`src/rtl/mem_loader.sv`:
```
// Boot-time loader: assembles little-endian words from a byte stream, writes them to
// consecutive data-memory addresses while holding the CPU in reset. Optional: MEM_LOADER_CHECKSUM_EN.
module mem_loader #(
    parameter int CNT_W = 16
) (
    input  logic             clk,
    input  logic             reset,
    input  logic             start,
    input  logic             run,
    input  logic [31:0]      base_adr,
    input  logic [CNT_W-1:0] word_count,
    input  logic             in_valid,
    input  logic [7:0]       in_data,
    output logic             in_ready,
    output logic             cpu_reset,
    output logic             Ext_MemWrite,
    output logic [31:0]      Ext_WriteData,
    output logic [31:0]      Ext_DataAdr,
    output logic             busy,
    output logic             done,
    output logic [31:0]      checksum
);

    typedef enum logic [1:0] {
        IDLE,
        LOAD,
        WRITE,
        RUN
    } state_t;

    state_t           state;
    logic [CNT_W-1:0] words_left;
    logic [1:0]       lane_cnt;
    logic             load_start;

    assign load_start = start && (state == IDLE || state == RUN);

    // Ext_DataAdr doubles as the address register and Ext_WriteData as the word assembly buffer.
    always_ff @(posedge clk or posedge reset) begin
        if (reset) begin
            state         <= IDLE;
            cpu_reset     <= 1'b1;
            in_ready      <= 1'b0;
            busy          <= 1'b0;
            done          <= 1'b0;
            Ext_MemWrite  <= 1'b0;
            Ext_WriteData <= 32'h0;
            Ext_DataAdr   <= 32'h0;
            words_left    <= '0;
            lane_cnt      <= 2'd0;
        end else begin
            done         <= 1'b0;
            Ext_MemWrite <= 1'b0;
            case (state)
                IDLE, RUN: begin
                    if (load_start) begin
                        Ext_DataAdr <= base_adr & 32'hFFFF_FFFC;
                        words_left  <= word_count;
                        lane_cnt    <= 2'd0;
                        if (word_count != '0) begin
                            state     <= LOAD;
                            in_ready  <= 1'b1;
                            busy      <= 1'b1;
                            cpu_reset <= 1'b1;
                        end else begin
                            state     <= RUN;
                            done      <= 1'b1;
                            cpu_reset <= 1'b0;
                        end
                    end else if (run && state == IDLE) begin
                        state     <= RUN;
                        cpu_reset <= 1'b0;
                    end
                end
                LOAD: begin
                    if (in_valid && in_ready) begin
                        Ext_WriteData[8*lane_cnt +: 8] <= in_data;
                        lane_cnt <= lane_cnt + 2'd1;
                        if (lane_cnt == 2'd3) begin
                            state        <= WRITE;
                            in_ready     <= 1'b0;
                            Ext_MemWrite <= 1'b1;
                        end
                    end
                end
                WRITE: begin
                    Ext_DataAdr <= Ext_DataAdr + 32'd4;
                    words_left  <= words_left - CNT_W'(1);
                    if (words_left == CNT_W'(1)) begin
                        state     <= RUN;
                        done      <= 1'b1;
                        cpu_reset <= 1'b0;
                        busy      <= 1'b0;
                    end else begin
                        state    <= LOAD;
                        in_ready <= 1'b1;
                    end
                end
                default: state <= IDLE;
            endcase
        end
    end

`ifdef MEM_LOADER_CHECKSUM_EN
    // Folded in on the WRITE exit edge, i.e. once per word actually written.
    always_ff @(posedge clk or posedge reset) begin
        if (reset) begin
            checksum <= 32'h0;
        end else if (load_start) begin
            checksum <= 32'h0;
        end else if (state == WRITE) begin
            checksum <= checksum ^ Ext_WriteData;
        end
    end
`else
    assign checksum = 32'h0;
`endif

endmodule
```
`config.mk`:
```
export PLATFORM = sky130hd
export DESIGN_NAME = mem_loader
export DESIGN_NICKNAME = d
export VERILOG_FILES = /design/src/rtl/mem_loader.sv
export SDC_FILE = /design/constraint.sdc
export NUM_CORES = 1
export LEC_CHECK = 0
export BUFFER_PORTS_ARGS = -buffer_cell sky130_fd_sc_hd__buf_2
export CORE_ASPECT_RATIO = 0.6
export CORE_MARGIN = 2
export CORE_UTILIZATION = 35
export CTS_BUF_LIST = sky130_fd_sc_hd__clkbuf_8
export DETAILED_ROUTE_END_ITERATION = 6
export GPL_TIMING_DRIVEN = 0
export MAX_ROUTING_LAYER = met4
export PLACE_DENSITY = 0.62
export RECOVER_POWER = 50
export SETUP_SLACK_MARGIN = 0.05
export SLEW_MARGIN = 20
export SYNTH_ARGS = -nofsm -noshare
export SYNTH_HDL_FRONTEND = slang
export SYNTH_SLANG_ARGS = --single-unit
```
`constraint.sdc`:
```
create_clock -name clk -period 2.65 [get_ports clk]
set_input_delay 0.265 -clock clk [delete_from_list [all_inputs] [get_ports clk]]
set_output_delay 0.265 -clock clk [all_outputs]
set_load 0.1 [all_outputs]
```
# After elaboration in Yosys (flattened, before gate mapping)
# Index checks and enable logic that the tools add are counted.
# totals
reg_bits	89
inputBits	61
out_inout_bits	101
elab_cells	78
# classes
addsub	4
eq_ne	12
shifts	2
mux	34
n_reduce_logical	16
# ops
op	count
32-bit case mux with 2 select lines	1
5-bit negation with 34-bit output	1
8-bit by 34-bit variable shift with 32-bit output (first input constant)	1
8-bit by 34-bit variable part select with 32-bit output	1
32-bit by 3-bit adder with 32-bit output (second input constant)	1
32-bit bitwise mux	1
32-bit two-way mux	1
16-bit case mux with 2 select lines	1
16-bit by 1-bit equality test with 1-bit output (second input constant)	1
16-bit two-way mux	1
2-bit two-way mux	8
16-bit nonzero test	1
16-bit by 1-bit subtractor with 16-bit output (second input constant)	1
1-bit two-way mux	15
2-bit inequality test (second input constant)	6
3-bit AND reduction	3
2-bit equality test (second input constant)	3
1-bit case mux with 2 select lines	3
2-bit case mux with 3 select lines	1
5-bit AND reduction	1
2-bit case mux with 2 select lines	1
2-bit AND reduction	2
4-bit AND reduction	1
2-bit nonzero test	2
other kinds (8)	10

# Logic depth before layout (Yosys ltp)
# Gate-level depths: netlist (run 1).
# logic_depth
ltp_word	5
mapped_depth	9
ltp_nobuf	7

# Worst setup path after synthesis (run 1)
# OpenSTA, ideal clock, no wires.
# synth_path
kind	register to register
start	reg Ext_DataAdr[2]
end	reg Ext_DataAdr[20]
setup_time_ps	137
t_arrival_ps	2470
required_ps	2513
path_slack_ps	43
path_stages_with_launch	7
path_buffers	0
synth_period_minus_slack_ps	2607
cell_sequence	dfrtp_1 > ha_1 > nand4_1 > nor3_1 > nand2_1 > o32ai_1 > a21oi_1
# synth_between
elab_chain_cells	2
# synth_lines
item	line_no	rtl
from (decl)	18	output logic [31:0] Ext_DataAdr,
from (signal assigned)	57	Ext_DataAdr <= base_adr & 32'hFFFF_FFFC;
from (signal assigned)	87	Ext_DataAdr <= Ext_DataAdr + 32'd4;
32-bit by 3-bit adder with 32-bit output	87	
32-bit case mux with 2 select lines	54	case (state)
# No other way between the ends.
# A chain may end at the register's enable or synchronous reset.

# Worst setup path in the final report (run 1)
# layout_path
start	reg state[0]
end	reg Ext_DataAdr[31]
# layout_between
elab_chain_cells	5
elab_cells_between_ends	10
cone_classes	eq/ne (3); mux (1); reduce/logical (6)
# layout_lines
item	line_no	rtl
from (decl)	31	state_t state;
from (signal assigned)	41	state <= IDLE;
from (signal assigned)	61	state <= LOAD;
from (signal assigned)	66	state <= RUN;
2-bit equality test or 2-bit zero test (tied branches)	36, 54	
1-bit logical OR	36	assign load_start = start && (state == IDLE || state == RUN);
1-bit logical AND	36	
2-bit inequality test (no source line)	-	
2-bit AND reduction (no source line)	-	
# Several ways; a longest one is shown, not always the timed one.

==> results.toml, run 1 <==
[outcome]
status = "finished, final reports clean"

[global_route]
grt_max_degree = 30
grt_pass1_wl_um = 25200
grt_pass1_vias = 4413
track_usage_pct = 21.2
antenna_found_initial = 0
overflow = 0

[place]
placedCellCount = 954
placed_area_mm2 = 0.00614
dp_hpwl_um = 12200
gp_congestion = 0.900
dp_slack_ns = -0.106
portBuffers = 125

[layout]
mostFrequentLayoutCells = "nand2_1, buf_2, dfrtp_1"
syn2layout_area_growth_pct = 23.4
nets = 842
final_common_cell = "nand2_1"
final_cells = 971
fin_area_mm2 = 0.00626
fin_util_pct = 43.7
drive_above_1_share_pct = 22.4
diodes = 0

[timing]
setup_ws_ns = 0.244
slew_headroom_pct = 19.7
finalCriticalPeriod_ns = 2.41
slew_viol_final = 0
tightest_slew_ns = 1.21
fin_skew_ns = 0.0172
final-hold-violation-count = 0
setup_viol = 0
finalCritPeriodShare_pct = 90.8
rsz0062_at_grt = "no"
fmax_ghz = 0.416

[floorplan]
core_region_area_mm2 = 0.0143
fp-row-count = 34
ios = 162
die-height_um = 97.3
die_w_um = 159
dieArea_mm2 = 0.0155
initial_utilization_pct = 35.4

[worst_hold_path]
hold_path.class = "input port to flip-flop"
hp-start = "word_count[13]"

[worst_setup_path]
arrival_ns = 2.71
worstSetupPathType = "flip-flop to flip-flop"
r2r-start = "state[0]"
startpoint = "state[0]"
cp-start-kind = "flip-flop"
critPathRequiredTime_ns = 2.95
crit_fanout = 10
cp-end-kind = "flip-flop"

[detailed_routing]
routedWlPerCell_um = 16.6
num_vias = 5055
avgViaCountPerCell = 5.21
antenna_left = 0
drt_iter0_drc = 420
drc = 0
first_pass_iters = 5
wl_um = 16100

[clock_network]
cts_setup_buffers = 0
cts_tree = "yes"
cts_buffers = 9
path_clk_slew_ns = 0.09
cts.path.max_buffers = 2
cts.sinks = 87
htree_levels = 3
insertion_delay_ns = 0.37
cts_root_buf = "clkbuf_8"

[logic_synthesis]
synth_ff_type = "dfrtp_1"
synth_cells = 595
ys_seq_elements = 87
synth.distinct_cells = 59
synth_edf_count = 0
ys_warn_count = 0
syn_area_per_cell_um2 = 8.53
ys_async_sr_fraction_pct = 100
synth.cell_area_mm2 = 0.00507
yosysSeqAreaShare_pct = 42.9

[run]
drv_cap = 0
[synthesized netlist by cell type (all sizes together), types with 10 or more instances]
cell type | instances | share of area [%]
inv | 11 | 0.81
o22ai | 21 | 2.6
mux2i | 14 | 2.8
a21oi | 55 | 5.4
buf | 40 | 5.7
nand3 | 31 | 3.1
clkbuf | 24 | 1.8
o21ai | 53 | 5.2
and3 | 11 | 1.4
ha | 13 | 3.2
nor3 | 12 | 1.4
dfrtp | 86 | 42
nand4 | 10 | 1.7
nand2 | 108 | 8.0
nor2 | 26 | 1.9
[per-stage QoR]
step,setup TNS (ns),hold WS [ns]
2_1_floorplan,0,0.394
3_5_place_dp,-1.14,0.257
5_1_grt,0,0.136
3_3_place_gp,-1.93,0.456
4_1_cts,0,0.119
6_report,0,0.141
[layer usage]
metal  share of wire (%)  vias up  GRT usage, %
li1                    -     2424             -
met1                  52     2422          33.7
met2                  40      200          27.0
met3                 7.4        9          4.35
met4                0.69        0          4.20
met5                   0        -             -
[path summary, 6_finish.rpt]
kind | slack (ns) | end | cells past startpoint
max in group asynchronous | 0.33 | cpu_reset | 6
worst min register to register | 0.48 | Ext_WriteData[26] | 2
worst max register to register | 0.24 | Ext_DataAdr[31] | 7
worst min-delay path | 0.14 | words_left[13] | 3
min in group asynchronous | 0.49 | words_left[10] | 3
worst max-delay path | 0.24 | Ext_DataAdr[31] | 7
[sequential cells by signal, summed over array words and instances (netlist names)]
signal         cells
Ext_DataAdr       30
busy               1
in_ready           1
words_left        16
cpu_reset          1
lane_cnt           2
state              2
Ext_WriteData     32
Ext_MemWrite       1
done               1
[critical path: stages, from the launching register on]
cell and delay [ns]:
dfrtp_1 0.41, inv_1 0.12, ha_1 0.15, clkbuf_1 0.32, clkbuf_1 0.46, dlygate4sd1_1 0.54, o311ai_0 0.22, nand3_1 0.11
[repair_timing]
item	CTS	global route
hold buffers	1	0
endpoints found under the setup margin	21	23
pin swaps	0	0
resized for setup	3	14
gates cloned	0	0
hold endpoints to repair	12	0
[logic make-up (layout without fill, tap and decap cells)]
| kind of cell | after synthesis | count (layout) | synth area share [%] |
|---|---|---|---|
| and+or+nand+nor | 236 | 236 | 23.0 |
| AOI/OAI and AO/OA | 167 | 167 | 19.4 |
| DFF | 87 | 87 | 42.9 |
| buffers and inverters | 76 | 221 | 8.43 |
| muxes | 15 | 15 | 2.98 |
| adders and majority gates | 13 | 13 | 3.21 |
| other | 1 | 34 | 0.0739 |
[area by class of cell]
type                    count  area [µm²]
repair buffers            129         624
plain buffers              65         398
inverters                  11        42.5
multi-input cells         465        2600
well taps                 198         248
flip-flops and latches     87        2180
fillers                  1494        8080
clock buffers              10         138
clock inverters             6        31.3
Power of run 1 is not shown: default switching activity piles up to over one toggle a cycle in this logic, so the estimate is an artifact.
==> inputs of run 2 (changes only) <==
CELL_PAD_IN_SITES_DETAIL_PLACEMENT = 1   (was default)
CELL_PAD_IN_SITES_GLOBAL_PLACEMENT = 2   (was default)
CORE_UTILIZATION = 27   (was 35)
PLACE_DENSITY = 0.79   (was 0.62)
==> results.toml, run 2 (same netlist as run 1, synthesis figures left out) <==
[detailed_routing]
antenna_left = 0
wl_um = 19200
drc = 0
drt_iter0_drc = 397
avgViaCountPerCell = 5.06
first_pass_iters = 5
routedWlPerCell_um = 18.9
num_vias = 5133

[timing]
slew_viol_final = 0
fin_skew_ns = 0.0172
setup_ws_ns = 0.286
setup_viol = 0
whs_ns = 0.125
fmax_ghz = 0.423
tightest_slew_ns = 1.49
finalCriticalPeriod_ns = 2.36
slew_headroom_pct = 0.834
finalCritPeriodShare_pct = 89.2
final-hold-violation-count = 0
rsz0062_at_grt = "no"

[power_and_ir_drop]
p_leak_nw = 2.82
vdd_drop_max_mv = 0.649
p_per_area_mw_per_mm2 = 1490

[worst_hold_path]
hold_end = "words_left[12]"
hold_path.class = "input port to flip-flop"
min_path_cells = 2
hp-start = "word_count[12]"

[run]
drv_cap = 0

[floorplan]
ios = 162
core_region_area_mm2 = 0.0183
initial_utilization_pct = 27.8
dieArea_mm2 = 0.0199
die-height_um = 110
fp-row-count = 38
die_w_um = 181

[layout]
reg_top3 = "Ext_WriteData x32, Ext_DataAdr x30, words_left x16"
mostFrequentLayoutCells = "nand2_1, buf_2, dfrtp_1"
largest_reg_flops = 32
nets = 842
nFillCells = 2276
largest-register = "Ext_WriteData"
syn2layout_area_growth_pct = 25.5
final_common_cell = "nand2_1"
drive_above_1_share_pct = 23.3

[outcome]
status = "finished, final reports clean"

[global_route]
grt_max_degree = 28
overflow = 0
grt_pass1_wl_um = 29800
track_usage_pct = 20.1
antenna_found_initial = 1
grt_pass1_vias = 5122

[worst_setup_path]
crit_fanout = 10
r2r-end = "Ext_DataAdr[8]"
crit_buf_inv = 3
ff2ff_path_depth = 9
slowest_delay_ns = 0.40
r2r-start = "state[1]"
path_cells = "inv_1 > ha_1 > or2_2 > nand2b_1 > clkbuf_2 > clkbuf_2 > nor2_1 > nor2_1 > a21oi_1"
cpLargestDelayFamily = "buffers and inverters"
arrival_ns = 2.63
rrSetupSlack_ns = 0.29
critPathRequiredTime_ns = 2.92
worstSetupPathType = "flip-flop to flip-flop"
crit_path_top_delay_cell = "dfrtp_1"
cp-end-kind = "flip-flop"
cp-start-kind = "flip-flop"

[clock_network]
htree_levels = 3
cts_buffers = 9
cts.path.max_buffers = 2
cts.sinks = 87
cts_root_buf = "clkbuf_8"
insertion_delay_ns = 0.39
cts_tree = "yes"
path_clk_slew_ns = 0.10
cts_setup_buffers = 0

[place]
dp_hpwl_um = 14900
dp_slack_ns = -0.290
portBuffers = 125
gp_congestion = 0.880
-- run 2: worst max path at each step --
stage | slack [ns] | cells after the start | endpoint | startpoint
floorplan | 0.05 | 6 | Ext_DataAdr[20] | Ext_DataAdr[3]
global placement | -0.19 | 8 | Ext_DataAdr[4] | state[0]
detailed placement | -0.29 | 8 | Ext_DataAdr[15] | state[1]
CTS | 0.02 | 8 | Ext_DataAdr[12] | state[0]
global route | 0.03 | 4 | Ext_WriteData[29] | reset
finish | 0.29 | 9 | Ext_DataAdr[8] | state[1]
-- run 2: repair_timing --
action | 4_1_cts | 5_1_grt
hold buffers | 1 | 0
setup endpoints to repair | 26 | 44
resized for setup | 6 | 21
endpoints found under the hold margin | 13 | 0
-- run 2: layout make-up --
| class | instances | area, µm² | area share [%] |
|---|---|---|---|
| tap | 240 | 300 | 4.72 |
| inverter | 11 | 42.5 | 0.668 |
| multi-input combinational | 465 | 2610 | 41.0 |
| clock buffer | 10 | 138 | 2.16 |
| buffer | 65 | 405 | 6.37 |
| antenna | 1 | 2.50 | 0.0393 |
| clock inverter | 6 | 60.1 | 0.943 |
| sequential | 87 | 2180 | 34.2 |
| timing repair buffer | 129 | 629 | 9.88 |
-- run 2: power breakdown --
| group | total [W] | switching, W | internal, W | leakage (nW) |
|---|---|---|---|---|
| clock network | 0.000985 | 0.000528 | 0.000457 | 0.0981 |
| logic | 0.00604 | 0.00470 | 0.00135 | 1.65 |
| registers | 0.00243 | 0.000613 | 0.00182 | 1.07 |
| total | 0.00946 | 0.00584 | 0.00362 | 2.82 |
-- run 2: stage by stage --
stage	util (%)	total power [W]	instances	area, µm²	TNS (ns)
after global routing	34.9	0.0100	1014	6370	0
final	34.9	0.00946	1014	6370	0
after global placement	33.6	0.00824	993	6130	-2.32
after CTS	35.1	0.00946	1013	6410	0
after floorplan	-	0.00694	628	5200	0
after detailed placement	33.9	0.00842	996	6190	-4.06
-- run 2: metal layers --
| metal | part of all wire [%] | wire length, µm | GRT usage [%] | vias to the layer above |
|---|---|---|---|---|
| met5 | 0 | 0 | - | - |
| met4 | 0.74 | 142 | 4.59 | 0 |
| met3 | 5.8 | 1110 | 3.52 | 12 |
| met2 | 43 | 8240 | 28.9 | 160 |
| met1 | 51 | 9690 | 29.4 | 2549 |
| li1 | - | - | - | 2412 |
-- run 2: worst reg2reg max path, stage by stage (launching register included) --
cell      delay (ns)
dfrtp_1         0.40
inv_1           0.09
ha_1            0.36
or2_2           0.37
nand2b_1        0.14
clkbuf_2        0.26
clkbuf_2        0.36
nor2_1          0.10
nor2_1          0.11
a21oi_1         0.05
(Power assumes the default switching activity.)
